`src/rtl/intra_loop_pkg.sv`:
```
// Shared types and constants for the intra loop sequencer.
package intra_loop_pkg;

   typedef enum logic [2:0] {
      IDLE,
      WAIT,
      EXTRACT,
      PREDICT,
      SAVE,
      ADVANCE
   } seq_state_t;

   // Reconstructor phase enables, one-hot or all clear.
   localparam logic [2:0] EN_NONE    = 3'b000;
   localparam logic [2:0] EN_EXTRACT = 3'b001;
   localparam logic [2:0] EN_PREDICT = 3'b010;
   localparam logic [2:0] EN_SAVE    = 3'b100;

   // Bits needed to count 0..n-1, never less than one.
   function automatic int unsigned width_of(input int unsigned n);
      return (n > 1) ? $clog2(n) : 1;
   endfunction

   function automatic int unsigned max3(input int unsigned a, input int unsigned b,
                                        input int unsigned c);
      int unsigned m;
      m = (a > b) ? a : b;
      return (m > c) ? m : c;
   endfunction

endpackage

```
`src/rtl/intra_mb_counter.sv`:
```
// Raster walker over luma 4x4 blocks; produces registered luma and chroma 8x8 indices.
module intra_mb_counter
   import intra_loop_pkg::*;
#(
   parameter int WIDTH  = 1280,
   parameter int LENGTH = 720
) (
   input  logic        clk,
   input  logic        reset,
   input  logic        clear,
   input  logic        step,
   output logic        last,
   output logic [31:0] luma_idx,
   output logic [31:0] chroma_idx
);

   localparam int COLS        = WIDTH / 4;
   localparam int ROWS        = LENGTH / 4;
   localparam int CHROMA_COLS = WIDTH / 8;
   localparam int COL_W       = width_of(COLS);
   localparam int ROW_W       = width_of(ROWS);
   localparam logic [COL_W-1:0] COL_LAST = COL_W'(COLS - 1);
   localparam logic [ROW_W-1:0] ROW_LAST = ROW_W'(ROWS - 1);

   logic [COL_W-1:0] col, col_nxt;
   logic [ROW_W-1:0] row, row_nxt;

   assign last = (col == COL_LAST) && (row == ROW_LAST);

   // Next raster position: clear to origin, or step with column wrap; the last block wraps to 0,0.
   always_comb begin
      col_nxt = col;
      row_nxt = row;
      if (clear) begin
         col_nxt = '0;
         row_nxt = '0;
      end else if (step) begin
         if (col == COL_LAST) begin
            col_nxt = '0;
            row_nxt = (row == ROW_LAST) ? '0 : row + ROW_W'(1);
         end else begin
            col_nxt = col + COL_W'(1);
         end
      end
   end

   // Position and both indices are registered together so the indices track col/row exactly.
   always_ff @(posedge clk) begin
      if (reset) begin
         col        <= '0;
         row        <= '0;
         luma_idx   <= '0;
         chroma_idx <= '0;
      end else begin
         col        <= col_nxt;
         row        <= row_nxt;
         luma_idx   <= 32'(row_nxt) * 32'(COLS) + 32'(col_nxt);
         chroma_idx <= 32'(row_nxt >> 1) * 32'(CHROMA_COLS) + 32'(col_nxt >> 1);
      end
   end

endmodule

```
`src/rtl/intra_loop_sequencer.sv`:
```
// Per-block extract/predict/save sequencing for the intra reconstructor over one frame.
//
// Upstream handshake: blk_valid is a level meaning the current block's mode/residue are
// stable. It is sampled only in WAIT. Upstream must hold that data until blk_ready, a
// single-cycle pulse in ADVANCE that marks the block consumed; the next block may then
// be presented. Each block is consumed exactly once.
module intra_loop_sequencer
   import intra_loop_pkg::*;
#(
   parameter int WIDTH          = 1280,
   parameter int LENGTH         = 720,
   parameter int EXTRACT_CYCLES = 1,
   parameter int PREDICT_CYCLES = 1,
   parameter int TIMEOUT        = 1024
) (
   input  logic        clk,
   input  logic        reset,
   input  logic        start,
   input  logic        blk_valid,
   output logic        blk_ready,
   input  logic        fb_luma4x4,
   input  logic        fb_chromab8x8,
   input  logic        fb_chromar8x8,
   output logic [2:0]  enabler,
   output logic [31:0] mbnumber_luma4x4,
   output logic [31:0] mbnumber_chromab8x8,
   output logic [31:0] mbnumber_chromar8x8,
   output logic        busy,
   output logic        frame_done,
   output logic        timeout_err,
   output seq_state_t  state_dbg
);

   localparam int CNT_W = width_of(max3(EXTRACT_CYCLES, PREDICT_CYCLES, TIMEOUT));

   seq_state_t       state, state_nxt;
   logic [CNT_W-1:0] cnt;
   logic [2:0]       ack_q;
   logic [2:0]       ack_now;
   logic             acks_all;
   logic             mb_clear, mb_step, mb_last;
   logic             timeout_set;
   logic [31:0]      chroma_idx;

   intra_mb_counter #(
      .WIDTH  (WIDTH),
      .LENGTH (LENGTH)
   ) u_mb_counter (
      .clk        (clk),
      .reset      (reset),
      .clear      (mb_clear),
      .step       (mb_step),
      .last       (mb_last),
      .luma_idx   (mbnumber_luma4x4),
      .chroma_idx (chroma_idx)
   );

   assign mbnumber_chromab8x8 = chroma_idx;
   assign mbnumber_chromar8x8 = chroma_idx;
   assign state_dbg           = state;

   // An ack counts whether it was latched earlier in SAVE or is arriving this cycle.
   assign ack_now  = ack_q | {fb_chromar8x8, fb_chromab8x8, fb_luma4x4};
   assign acks_all = &ack_now;

   // State register.
   always_ff @(posedge clk) begin
      if (reset) state <= IDLE;
      else       state <= state_nxt;
   end

   // Next state and per-state outputs.
   always_comb begin
      state_nxt   = state;
      enabler     = EN_NONE;
      blk_ready   = 1'b0;
      busy        = 1'b1;
      mb_clear    = 1'b0;
      mb_step     = 1'b0;
      timeout_set = 1'b0;
      case (state)
         IDLE: begin
            busy = 1'b0;
            if (start) begin
               mb_clear  = 1'b1;
               state_nxt = WAIT;
            end
         end
         WAIT: begin
            if (blk_valid) state_nxt = EXTRACT;
         end
         EXTRACT: begin
            enabler = EN_EXTRACT;
            if (cnt == CNT_W'(EXTRACT_CYCLES - 1)) state_nxt = PREDICT;
         end
         PREDICT: begin
            enabler = EN_PREDICT;
            if (cnt == CNT_W'(PREDICT_CYCLES - 1)) state_nxt = SAVE;
         end
         SAVE: begin
            enabler = EN_SAVE;
            if (acks_all) begin
               state_nxt = ADVANCE;
            end else if (cnt == CNT_W'(TIMEOUT - 1)) begin
               // Give up on this block and move on; it is not retried.
               timeout_set = 1'b1;
               state_nxt   = ADVANCE;
            end
         end
         ADVANCE: begin
            blk_ready = 1'b1;
            mb_step   = 1'b1;
            state_nxt = mb_last ? IDLE : WAIT;
         end
         default: begin
            state_nxt = IDLE;
         end
      endcase
   end

   // Phase counter: restarts on every state change, counts only in the timed phases.
   always_ff @(posedge clk) begin
      if (reset || (state_nxt != state)) begin
         cnt <= '0;
      end else if ((state == EXTRACT) || (state == PREDICT) || (state == SAVE)) begin
         cnt <= cnt + CNT_W'(1);
      end
   end

   // Sticky per-channel ack flags, live only while in SAVE.
   always_ff @(posedge clk) begin
      if (reset || (state != SAVE)) ack_q <= '0;
      else                          ack_q <= ack_now;
   end

   // Sticky timeout flag and the end-of-frame pulse.
   always_ff @(posedge clk) begin
      if (reset) begin
         timeout_err <= 1'b0;
         frame_done  <= 1'b0;
      end else begin
         if ((state == IDLE) && start) timeout_err <= 1'b0;
         else if (timeout_set)         timeout_err <= 1'b1;
         frame_done <= (state == ADVANCE) && mb_last;
      end
   end

endmodule

```
`config.mk`:
```
export PLATFORM = sky130hd
export DESIGN_NAME = intra_loop_sequencer
export DESIGN_NICKNAME = d
export VERILOG_FILES = /design/src/rtl/intra_loop_pkg.sv /design/src/rtl/intra_mb_counter.sv /design/src/rtl/intra_loop_sequencer.sv
export SDC_FILE = /design/constraint.sdc
export NUM_CORES = 1
export LEC_CHECK = 0
export BUFFER_PORTS_ARGS = -buffer_cell sky130_fd_sc_hd__buf_2
export CAP_MARGIN = 20
export CORE_ASPECT_RATIO = 1.75
export CORE_UTILIZATION = 50
export CTS_CLUSTER_DIAMETER = 80
export DETAILED_ROUTE_END_ITERATION = 7
export PLACE_DENSITY_LB_ADDON = 0.1
export SKIP_CTS_REPAIR_TIMING = 1
export SKIP_LAST_GASP = 1
export SLEW_MARGIN = 30
export SYNTH_ARGS = -nofsm -noshare
export SYNTH_HDL_FRONTEND = slang
export SYNTH_HIERARCHICAL = 1
export SYNTH_SLANG_ARGS = --single-unit
```
`constraint.sdc`:
```
create_clock -name clk -period 9.39 [get_ports clk]
set_input_delay 0.939 -clock clk [delete_from_list [all_inputs] [get_ports clk]]
set_output_delay 0.939 -clock clk [all_outputs]
set_load 0.1 [all_outputs]
```
==> out/metrics.yaml, run 1 <==
clock_network:
  clockRootBuffer: "clkbuf_16"
  cts_made_buffers: 9
  cts_tree: "done"
  cts.clk_slew.worst_paths_ns: 0.05
  clock_latency_ns: 0.33
  cts_max_path_buffers: 2
  clock_sinks: 58
  htree_levels: 3
sta:
  slew_headroom_pct: 48.23
  min_period_ns: 5.337
  hold_viol_final: 0
  rsz0062_at_grt: "no"
  fmax_mhz: 187.4
  setup_tns_ns: 0
  report.final.slew_viol_count: 0
  worst_pin_slew_ns: 0.7714
  setup_viol: 0
  post-route-period-util_pct: 56.84
  skew_ns: 0.007843
critical_path:
  crit_type: "reg2reg"
  reg2reg_depth: 15
  cp-start-kind: "flop"
  cp.arrival_ns: 5.55
  r2r_setup_slack_ns: 4.05
  r2r_start: "state_dbg[0]"
  end_kind: "flop"
  r2r-end: "u_mb_counter/luma_idx[15]"
  crit_fanout: 14
  cp.required_ns: 9.60
global_route:
  gr-total-overflow: 0
  grt_pass1_vias: 2728
  grt_pass1_wl_um: 12500
  antenna_found_initial: 0
  grt_max_degree: 39
  track_usage_pct: 20.99
hold_path:
  hold_start: "ack_q[0]"
  hold_path_depth: 2
  min_to: "ack_q[0]"
  hold_class: "reg2reg"
layout:
  fillCellCount: 711
  area_growth_pct: 7.300
  fin_nets: 503
  fin_util_pct: 56.05
  drive_above_1_share_pct: 20.84
  num_antenna_cells: 0
power_and_ir_drop:
  p_leak_nw: 1.873
  cellPowerDensity_nw_per_um2: 184.2
  ir_drop_mv: 0.09560
route:
  drc: 0
  routed_wl_um: 7777
  route.vias.total: 2939
  firstDrtPassIters: 4
  drtAntennaViolNets: 0
  wire_per_inst_um: 13.86
  initialDrtViolationCount: 129
  vias_per_cell: 5.239
place:
  portBuffers: 66
  dp_hpwl_um: 5920
  place_congestion: 0.8840
logic_synthesis:
  synth_compound_area_share_pct: 10.95
  synth_top_family_by_area: "simple AND/OR/NAND/NOR gates"
  synthAdderAreaFrac_pct: 9.339
  synthCells: 449
  syn_area_per_cell_um2: 8.474
  synth_edf_count: 0
  synth_xor_area_share_pct: 8.287
  ys_async_sr_fraction_pct: 0
  ys_ff_latch: 58
  seq_area_frac_synth_pct: 30.52
  muxShareOfSynthArea_pct: 1.644
  yosysWarnings: 6
  yosysUniqueCellTypes: 56
  synth_ff_type: "dfxtp_1"
  netlist_area_um2: 3805
  yosys.area_share.simple_pct: 21.51
floorplan:
  die_y_um: 117.4
  ios: 113
  dieArea_um2: 7976
  initial_core_util_pct: 52.23
  die_w_um: 67.94
  core_area_um2: 7284
  rows: 41
job:
  drv_cap: 0
outcome:
  outcome: "completed"
## cell usage after synthesis, types with 2 or more instances
cell type,number,area (um^2)
a211oi_1,10,75.07
a211oi_2,2,25.02
a21o_1,3,22.52
a21oi_1,19,95.09
a22oi_1,2,15.01
a31oi_1,4,25.02
and2_1,3,18.77
and4_1,3,26.28
and4bb_2,2,25.02
buf_2,3,15.01
buf_4,74,555.5
clkbuf_1,9,33.78
dfxtp_1,58,1161
fa_1,4,80.08
ha_1,22,275.3
inv_1,14,52.55
mux2_1,2,22.52
mux2i_1,4,40.04
nand2_1,23,86.33
nand2b_1,5,31.28
nand3_1,15,75.07
nand3b_1,3,22.52
nand4_1,4,25.02
nor2_1,57,214.0
nor2_2,2,12.51
nor2b_1,9,56.30
nor3_1,16,80.08
nor3b_1,2,15.01
nor4_1,3,18.77
o21ai_0,7,35.03
o21bai_1,2,15.01
or2_2,4,25.02
or3_1,2,12.51
xnor2_1,19,166.4
xor2_1,17,148.9
## worst max path at each step
| stage | from | to | slack (ns) |
|---|---|---|---|
| 5_1_grt | state_dbg[0] | u_mb_counter/luma_idx[15] | 3.61 |
| 4_1_cts | state_dbg[0] | u_mb_counter/luma_idx[15] | 4.09 |
| 6_report | state_dbg[0] | u_mb_counter/luma_idx[15] | 4.05 |
| 3_3_place_gp | state_dbg[0] | u_mb_counter/luma_idx[15] | 4.29 |
| 3_5_place_dp | state_dbg[0] | u_mb_counter/luma_idx[15] | 4.10 |
| 2_1_floorplan | state_dbg[0] | u_mb_counter/luma_idx[15] | 3.62 |
## sequential cells by signal (all words and copies together) (netlist names)
register / cells
ack_q: 3
frame_done: 1
u_mb_counter/chroma_idx: 11
timeout_err: 1
u_mb_counter/row: 8
u_mb_counter/col: 9
cnt: 10
state_dbg: 3
u_mb_counter/luma_idx: 12
## cell families after synthesis
kind of cell,Yosys count
AO/OA/AOI/OAI,60
XOR/XNOR,36
adder cells (fa/ha/maj),26
buffers and inverters,102
flip-flops,58
multiplexers,6
other,1
AND/OR/NAND/NOR,160
## cells in the final DEF, fill, tap and decap left out, types with 4 or more instances in the layout
cell       Yosys  routed
nor3_1        16      16
nor2b_1        9       9
mux2i_1        4       4
ha_1          22      22
a21oi_1       19      19
nand2b_1       5       5
or2_2          4       4
buf_2          3      66
a31oi_1        4       4
a211oi_1      10      10
o21ai_0        7       7
inv_1         14      14
nor2_1        57      57
xnor2_1       19      19
nand4_1        4       4
xor2_1        17      17
fa_1           4       4
dfxtp_1       58      58
clkbuf_16      0       9
nand2_1       23      23
nand3_1       15      15
conb_1         1      32
## power by group
part,internal (W),switching [W]
clock network,0.000258,0.000110
registers,0.000248,0.00000248
logic,0.00000917,0.000123
## stage by stage
| stage | setup WS, ns | instances | total power [W] | instance area [um^2] | hold slack (ns) |
|---|---|---|---|---|---|
| 5_1_grt | 3.612 | 561 | 0.0007772 | 4083 | 0.5252 |
| 3_5_place_dp | 4.101 | 545 | 0.0003877 | 3747 | 0.5005 |
| 4_1_cts | 4.089 | 561 | 0.0007607 | 4083 | 0.5124 |
| 3_3_place_gp | 4.286 | 545 | 0.0003879 | 3747 | 0.4890 |
| 6_report | 4.053 | 561 | 0.0007519 | 4083 | 0.5064 |
| 2_1_floorplan | 3.625 | 480 | 0.0003934 | 3921 | 0.4708 |
## metal layers
layer,GRT usage [%],share of wire [%]
met5,0,0
met4,12.11,3.9
met3,5.350,3.7
met2,36.46,54
met1,21.29,38
## critical path, stage by stage (launching register included)
cell	delay, ns
dfxtp_1	0.44
inv_1	0.25
nor2_1	0.23
and2_1	0.34
nand3_1	0.19
nor4_4	0.58
a31oi_1	0.17
a311oi_1	0.68
ha_1	0.40
ha_1	0.24
fa_1	0.45
a31oi_1	0.28
xnor2_1	0.23
and4bb_2	0.32
a31oi_1	0.09
mux2_1	0.32
## cell type report
cell class                 instances  area [um^2]  area share (%)
sequential                        58         1161           28.44
clock inverter                     5        102.6           2.513
timing repair buffer              67        337.8           8.275
clock buffer                      11        232.7           5.700
multi-input combinational        320         2088           51.15
tap                               86        107.6           2.636
inverter                          14        52.55           1.287
Power figures use the tool's default switching activity.
==> run 2: changes to the inputs <==
- CORE_UTILIZATION: 50 -> 47
- clock period: 9.39 -> 4.4 ns (I/O delays scaled with it)
==> out/metrics.yaml, run 2 (synthesis results as in run 1) <==
sta:
  setup_viol: 0
  holdWs_ns: 0.4036
  fmax_mhz: 241.4
  slew_headroom_pct: 54.15
  report.final.slew_viol_count: 0
  worst_pin_slew_ns: 0.6877
  skew_ns: 0.003997
  rsz0062_at_grt: "no"
  setup_tns_ns: 0
  hold_viol_final: 0
  worst_slack_ns: 0.2569
  min_period_ns: 4.143
  post-route-period-util_pct: 94.16
critical_path:
  crit_chain: "inv_2 -> nor2_2 -> and2_4 -> nand3_2 -> nor4_4 -> buf_6 -> a31oi_1 -> a311oi_2 -> ha_1 -> ha_1 -> fa_2 -> a31oi_1 -> xnor2_2 -> and4bb_2 -> a31oi_1 -> mux2_1"
  end_kind: "flop"
  crit_type: "reg2reg"
  timing.critical_path.mode_cell: "a31oi_1"
  worst_path_largest_cell_delay_ns: 0.38
  cp.required_ns: 4.61
  cp-start-kind: "flop"
  r2r_start: "state_dbg[0]"
  crit_fanout: 14
  startpoint: "state_dbg[0]"
  slowest_stage: "dfxtp_4"
  cp.arrival_ns: 4.35
power_and_ir_drop:
  power_frac_clock_pct: 45.4
  p_leak_nw: 1.896
  switchingPower_w: 0.0005061
  p_sw_share_pct: 33.71
  intPower_w: 0.0009951
  power_frac_seq_pct: 35.7
  power_frac_comb_pct: 18.9
  cellPowerDensity_nw_per_um2: 362.2
  ir_drop_mv: 0.2121
route:
  drtAntennaViolNets: 0
  wire_per_inst_um: 13.62
  route.vias.total: 2966
  initialDrtViolationCount: 127
  drc: 0
  firstDrtPassIters: 4
  routed_wl_um: 7761
  vias_per_cell: 5.204
global_route:
  track_usage_pct: 19.18
  gr-total-overflow: 0
  grt_pass1_wl_um: 12730
  grt_max_degree: 39
  antenna_found_initial: 0
  grt_pass1_vias: 2821
clock_network:
  clock_sinks: 58
  cts_made_buffers: 9
  cts_max_path_buffers: 2
  clockRootBuffer: "clkbuf_16"
  cts.clk_slew.worst_paths_ns: 0.05
  htree_levels: 3
  cts_tree: "done"
  clock_latency_ns: 0.32
job:
  drv_cap: 0
floorplan:
  dieArea_um2: 8474
  initial_core_util_pct: 48.11
  core_area_um2: 7909
  rows: 43
  die_y_um: 121.0
  ios: 113
  die_w_um: 70.02
hold_path:
  hold_class: "in2reg"
  hold_start: "fb_chromar8x8"
place:
  portBuffers: 66
  place_congestion: 0.8915
  dpl_worst_slack_ns: 0.2754
  dp_hpwl_um: 5817
layout:
  num_antenna_cells: 0
  largest_reg_flops: 12
  drive_above_1_share_pct: 24.38
  multi_input_area_um2: 2123
  reg.largest.list: "u_mb_counter/luma_idx x12, u_mb_counter/chroma_idx x11, cnt x10"
  fin_nets: 509
  top_register: "u_mb_counter/luma_idx"
  fin_util_pct: 52.40
  layout_common_cells: "buf_2, nor2_1, dfxtp_1"
  area_growth_pct: 8.911
  fillCellCount: 754
  mostFrequentLayoutCell: "buf_2"
  final-seq-area_um2: 1170
outcome:
  outcome: "completed"
## run 2: changes by cell type in the layout (fill, tap and decap cells not counted), moves of 2 or more
cell | previous run | this run
dfxtp_4 | 0 | 2
buf_4 | 1 | 6
bufinv_16 | 3 | 0
clkbuf_16 | 9 | 11
dfxtp_1 | 58 | 55
## run 2: final timing paths
kind,end,slack [ns],depth (start not counted)
worst max-delay path,u_mb_counter/luma_idx[15],0.26,16
worst min-delay path,ack_q[2],0.40,3
worst max register to register,u_mb_counter/luma_idx[15],0.26,16
worst min register to register,state_dbg[1],0.50,1
## run 2: metal layers
layer | wire [um] | vias to the layer above | global-route usage [%]
met5 | 0 | - | 0
met4 | 263 | 0 | 12.38
met3 | 294 | 20 | 4.236
met2 | 4358 | 80 | 36.42
met1 | 2846 | 1394 | 17.98
li1 | - | 1472 | -
## run 2: metrics by stage
step                      instance area (um^2)  power [W]  cells
after floorplan                           3959  0.0008414    480
after global placement                    3811  0.0008293    553
after detailed placement                  3811  0.0008301    553
after CTS                                 4110   0.001520    568
after global routing                      4144   0.001553    570
final                                     4144   0.001501    570
## run 2: area by class of cell
cell class	count	share of cell area, %
multi-input cells	320	51.24
flip-flops and latches	58	28.23
repair buffers	73	9.330
clock buffers	12	6.733
well taps	90	2.717
inverters	14	1.268
clock inverters	3	0.4831
## run 2: worst max-delay path: cells and delay by family (launching register included)
family	cells	cell delay, ns
mux	1	0.32
buf+inv	2	0.32
xor+xnor	1	0.20
flops	1	0.38
fa+ha+maj	3	0.93
compound gates	4	0.80
simple gates	5	1.08
## run 2: power by group through the flow
stage | clock, W | sequential [W] | combinational [W]
6_report | 0.000681 | 0.000536 | 0.000284
4_1_cts | 0.000700 | 0.000535 | 0.000284
2_1_floorplan | 0 | 0.000568 | 0.000274
5_1_grt | 0.000722 | 0.000536 | 0.000296
3_3_place_gp | 0 | 0.000546 | 0.000283
3_5_place_dp | 0 | 0.000546 | 0.000284
